$ cat src/rtl/ultrasonic_ranger.sv
// HC-SR04 style ranger: periodic trigger, echo pulse timing, distance in cm.
// binary_dist only changes on the dist_valid cycle, so a free-running reader always sees a settled value.
module ultrasonic_ranger #(
  parameter int unsigned TRIG_CYCLES    = 500,
  parameter int unsigned CM_CYCLES      = 2900,
  parameter int unsigned TIMEOUT_CYCLES = 1500000,
  parameter int unsigned PERIOD_CYCLES  = 3000000
) (
  input  logic        clk,
  input  logic        rst,
  input  logic        echo,
  output logic        trig,
  output logic [11:0] binary_dist,
  output logic        dist_valid,
  output logic        timeout
);

  localparam int unsigned CNT_W  = 22;
  localparam int unsigned DIST_W = 12;
  localparam int unsigned SUB_W  = (CM_CYCLES > 1) ? $clog2(CM_CYCLES) : 1;
  localparam logic [DIST_W-1:0] DIST_MAX = '1;

  typedef enum logic [2:0] {S_WAIT, S_TRIG, S_ARM, S_MEAS, S_DONE} state_t;

  state_t            r_state;
  logic              r_echo_meta;
  logic              r_echo_s;
  logic              r_echo_prev;
  logic [CNT_W-1:0]  r_period;
  logic [CNT_W-1:0]  r_phase;
  logic [SUB_W-1:0]  r_sub;
  logic [DIST_W-1:0] r_cm;
  logic              r_trig;
  logic [DIST_W-1:0] r_dist;
  logic              r_dist_valid;
  logic              r_timeout;
  logic              w_wrap;
  logic              w_rise;

  assign w_wrap = (r_period == CNT_W'(PERIOD_CYCLES - 1));
  assign w_rise = r_echo_s && !r_echo_prev;

  assign trig        = r_trig;
  assign binary_dist = r_dist;
  assign dist_valid  = r_dist_valid;
  assign timeout     = r_timeout;

  // Echo synchronizer plus one-cycle history for rising-edge detection
  always_ff @(posedge clk) begin
    if (rst) begin
      r_echo_meta <= 1'b0;
      r_echo_s    <= 1'b0;
      r_echo_prev <= 1'b0;
    end else begin
      r_echo_meta <= echo;
      r_echo_s    <= r_echo_meta;
      r_echo_prev <= r_echo_s;
    end
  end

  // Free-running measurement period; runs regardless of FSM state
  always_ff @(posedge clk) begin
    if (rst) begin
      r_period <= '0;
    end else if (w_wrap) begin
      r_period <= '0;
    end else begin
      r_period <= r_period + CNT_W'(1);
    end
  end

  always_ff @(posedge clk) begin
    if (rst) begin
      r_state      <= S_WAIT;
      r_phase      <= '0;
      r_sub        <= '0;
      r_cm         <= '0;
      r_trig       <= 1'b0;
      r_dist       <= DIST_MAX;
      r_dist_valid <= 1'b0;
      r_timeout    <= 1'b0;
    end else begin
      r_dist_valid <= 1'b0;
      case (r_state)
        S_WAIT: begin
          r_trig <= 1'b0;
          if (w_wrap) begin
            r_state <= S_TRIG;
            r_trig  <= 1'b1;
            r_phase <= '0;
          end
        end
        S_TRIG: begin
          if (r_phase == CNT_W'(TRIG_CYCLES - 1)) begin
            r_state <= S_ARM;
            r_trig  <= 1'b0;
            r_phase <= '0;
          end else begin
            r_phase <= r_phase + CNT_W'(1);
          end
        end
        S_ARM: begin
          if (w_rise) begin
            // The rising-edge cycle is the first high cycle, so it is counted here
            r_state <= S_MEAS;
            r_cm    <= '0;
            r_sub   <= SUB_W'(1);
            r_phase <= CNT_W'(1);
          end else if (r_phase == CNT_W'(TIMEOUT_CYCLES - 1)) begin
            r_state      <= S_DONE;
            r_dist       <= DIST_MAX;
            r_timeout    <= 1'b1;
            r_dist_valid <= 1'b1;
          end else begin
            r_phase <= r_phase + CNT_W'(1);
          end
        end
        S_MEAS: begin
          if (!r_echo_s) begin
            r_state      <= S_DONE;
            r_dist       <= r_cm;
            r_timeout    <= 1'b0;
            r_dist_valid <= 1'b1;
          end else if (r_phase == CNT_W'(TIMEOUT_CYCLES - 1)) begin
            r_state      <= S_DONE;
            r_dist       <= DIST_MAX;
            r_timeout    <= 1'b1;
            r_dist_valid <= 1'b1;
          end else begin
            r_phase <= r_phase + CNT_W'(1);
            if (r_sub == SUB_W'(CM_CYCLES - 1)) begin
              r_sub <= '0;
              if (r_cm != DIST_MAX) r_cm <= r_cm + DIST_W'(1);
            end else begin
              r_sub <= r_sub + SUB_W'(1);
            end
          end
        end
        S_DONE: begin
          r_state <= S_WAIT;
        end
        default: begin
          r_state <= S_WAIT;
          r_trig  <= 1'b0;
        end
      endcase
    end
  end

endmodule

$ cat config.mk
export PLATFORM = sky130hd
export DESIGN_NAME = ultrasonic_ranger
export DESIGN_NICKNAME = d
export VERILOG_FILES = /design/src/rtl/ultrasonic_ranger.sv
export SDC_FILE = /design/constraint.sdc
export NUM_CORES = 1
export LEC_CHECK = 0
export CAP_MARGIN = 15
export CELL_PAD_IN_SITES_DETAIL_PLACEMENT = 1
export CELL_PAD_IN_SITES_GLOBAL_PLACEMENT = 1
export CORE_ASPECT_RATIO = 0.7
export CORE_MARGIN = 1
export CORE_UTILIZATION = 51
export CTS_BUF_LIST = sky130_fd_sc_hd__clkbuf_8
export DETAILED_ROUTE_END_ITERATION = 12
export GPL_ROUTABILITY_DRIVEN = 0
export PLACE_DENSITY_LB_ADDON = 0.1
export REMOVE_ABC_BUFFERS = 1
export SLEW_MARGIN = 10
export SYNTH_ARGS = -nofsm -noshare
export SYNTH_HDL_FRONTEND = slang
export SYNTH_SLANG_ARGS = --single-unit
export TNS_END_PERCENT = 1
$ cat constraint.sdc
create_clock -name clk -period 4.56 [get_ports clk]
set_clock_uncertainty 0.05 [all_clocks]
set_input_delay 1.14 -clock clk [delete_from_list [all_inputs] [get_ports clk]]
set_output_delay 1.14 -clock clk [all_outputs]
set_load 0.05 [all_outputs]
==> impl_metrics.env <==
export IMPL_status="finished, final reports clean"
export IMPL_fp_dieH_um=79.7
export IMPL_dr_wl_met3_um=787
export IMPL_syn_cell_area_sq_um=4400
export IMPL_tns_ns=0
export IMPL_setup_viol=0
export IMPL_start_kind="flop"
export IMPL_num_rows=27
export IMPL_post_cts_buffers=0
export IMPL_cp_end_kind="flop"
export IMPL_period_share_pct=67.4
export IMPL_async_flop_share_pct=0
export IMPL_layout_drive_gt1_share_pct=6.01
export IMPL_coreArea_sq_um=8110
export IMPL_worstPathArrival_ns=3.33
export IMPL_fin_cells=650
export IMPL_numPortBuffers=17
export IMPL_routed_top_layer="met4"
export IMPL_drt_wl_total_um=12800
export IMPL_crit_fanout=24
export IMPL_relSlewSlack_pct=29.8
export IMPL_period_needed_ns=3.07
export IMPL_clkLatencyLatePin_ns=0.38
export IMPL_drv_slew=0
export IMPL_grt_ovfl_total=0
export IMPL_netlist_instances=537
export IMPL_die_x_um=113
export IMPL_antenna_found_initial=0
export IMPL_synth_edf_count=0
export IMPL_final_core_util_pct=59.7
export IMPL_numCtsBuffers=9
export IMPL_met1_length_um=5850
export IMPL_ys_flop_type="dfxtp_1"
export IMPL_clk_pin_slew_ns=0.10
export IMPL_synth_seq_area_share_pct=40.5
export IMPL_maxCapViolCount=0
export IMPL_peakVddDrop_mv=0.205
export IMPL_drt_iter0_drc=388
export IMPL_diodes=0
export IMPL_yosys_top_cells_count="dfxtp_1 (89), nor2_1 (58), nand2_1 (46)"
export IMPL_fmax_ghz=0.325
export IMPL_yosysWarnings=0
export IMPL_initial_core_util_pct=54.2
export IMPL_synth_most_common_cell="dfxtp_1"
export IMPL_area_delta_synth_final_pct=10.1
export IMPL_synthTopCellsByArea="dfxtp_1 (41%), nor2_1 (5.0%), nand3_1 (4.6%)"
export IMPL_cts_max_level=3
export IMPL_synth_seq_cells=89
export IMPL_clockBufferDepth=2
export IMPL_crit_type="reg -> reg"
export IMPL_synth_distinct_cells=56
export IMPL_grt_pass1_vias=4365
export IMPL_dp_cells=634
export IMPL_n_fill_cell=995
export IMPL_hold_viol=0
export IMPL_fin_hold_ws_ns=0.404
export IMPL_hold_buffers=0
export IMPL_avgViaCountPerCell=6.45
export IMPL_ctsResizeCount=0
export IMPL_detail_route_wl_per_cell_um=19.7
export IMPL_hold_path_class="reg -> reg"
export IMPL_wl_met2_um=5930
export IMPL_clock_root_buffer="clkbuf_8"
export IMPL_power_density_nw_per_um2=291
export IMPL_worst_slew_pin_slew_ns=1.05
export IMPL_yosysTopAreaCell="dfxtp_1"
export IMPL_layout_nets=551
export IMPL_yosysTopAreaCellShare_pct=40.5
export IMPL_first_pass_iters=5
export IMPL_die_area_sq_um=9000
export IMPL_grt_pass1_wl_um=21800
export IMPL_cts_tree="done"
export IMPL_drc=0
export IMPL_grt_max_degree=25
export IMPL_required_ns=4.82
export IMPL_grt_use_total_pct=30.8
export IMPL_r2r_cells=7
export IMPL_vias=4192
export IMPL_rsz0062_at_grt="false"
export IMPL_avgSynthCellArea_sq_um=8.19
export IMPL_min_delay_path_depth=1
export IMPL_pin_count=18
export IMPL_dp_hpwl_um=8960
export IMPL_final_antenna_net_count=0
export IMPL_power_leakage_uw=0.00160
export IMPL_cts_sinks=89
[critical path: stages (launching register included)]
cell and delay, ns:
dfxtp_1 0.51, ha_1 0.34, nor4b_1 0.37, nand4_1 0.33
or2_0 0.46, a31oi_4 0.55, o21ai_0 0.20, a21oi_1 0.18
[kinds of logic (layout without fill, tap and decap cells)]
family / after synthesis / in the layout / share of synthesized area [%]
compound gates: 113 / 113 / 16.4
fa+ha+maj: 4 / 4 / 1.14
flops: 89 / 89 / 40.5
mux: 1 / 1 / 0.228
buf+inv: 31 / 43 / 3.07
xor+xnor: 29 / 29 / 5.78
simple gates: 270 / 270 / 32.9
[report_power, final]
part	switching [uW]	internal (uW)	leakage (uW)
combinational	17.9	8.15	0.000778
sequential	2.89	780	0.000718
clock	294	308	0.000106
[layout by cell type, fill, tap and decap left out, drive strengths merged, types with 9 or more instances in the layout]
| cell type | netlist | layout |
|---|---|---|
| o31ai | 10 | 10 |
| nand2 | 46 | 46 |
| nor2b | 16 | 16 |
| xor2 | 14 | 14 |
| dfxtp | 89 | 89 |
| nor2 | 58 | 58 |
| nor3 | 22 | 22 |
| a21oi | 27 | 27 |
| nand4 | 12 | 12 |
| clkdlybuf4s50 | 0 | 17 |
| xnor2 | 15 | 15 |
| o21ai | 35 | 35 |
| or4 | 10 | 10 |
| nor4 | 10 | 10 |
| nand3 | 40 | 40 |
| o22ai | 9 | 9 |
| clkbuf | 22 | 9 |
| and3 | 14 | 14 |
[flip-flops by register name, indices dropped and copies added, names as in the netlist]
signal	cells
r_echo_prev	1
r_period	22
timeout	1
r_sub	12
r_echo_meta	1
r_echo_s	1
trig	1
r_state	3
r_cm	12
binary_dist	12
r_phase	22
dist_valid	1
[per-stage QoR]
step	total power [uW]	setup slack [ns]	cell area, sq um
2_1_floorplan	813	1.99	4280
3_3_place_gp	826	1.55	4620
3_5_place_dp	827	1.47	4620
6_report	1410	1.49	4840
5_1_grt	1450	1.24	4840
4_1_cts	1420	1.55	4840
[layer usage]
metal / GRT usage (%) / vias up
li1: - / 1972
met1: 40.5 / 2055
met2: 51.4 / 143
met3: 5.77 / 22
met4: 9.87 / 0
met5: 0 / -
[area by class of cell]
type                            count  area [sq um]  share of cell area [%]
Sequential cell                    89          1780                    36.8
Timing Repair Buffer               23           215                    4.44
Clock inverter                      7          93.8                    1.94
Inverter                            4          15.0                   0.310
Tap cell                          101           126                    2.61
Clock buffer                        9           124                    2.56
Multi-Input combinational cell    417          2490                    51.3
[worst paths after layout]
kind                             startpoint     endpoint  slack, ns
worst max-delay path             r_phase[0]     r_cm[10]       1.49
worst min-delay path            r_period[0]  r_period[0]       0.40
worst max register to register   r_phase[0]     r_cm[10]       1.49
worst min register to register  r_period[0]  r_period[0]       0.40
Note: power is estimated with default switching activity, not from simulation.
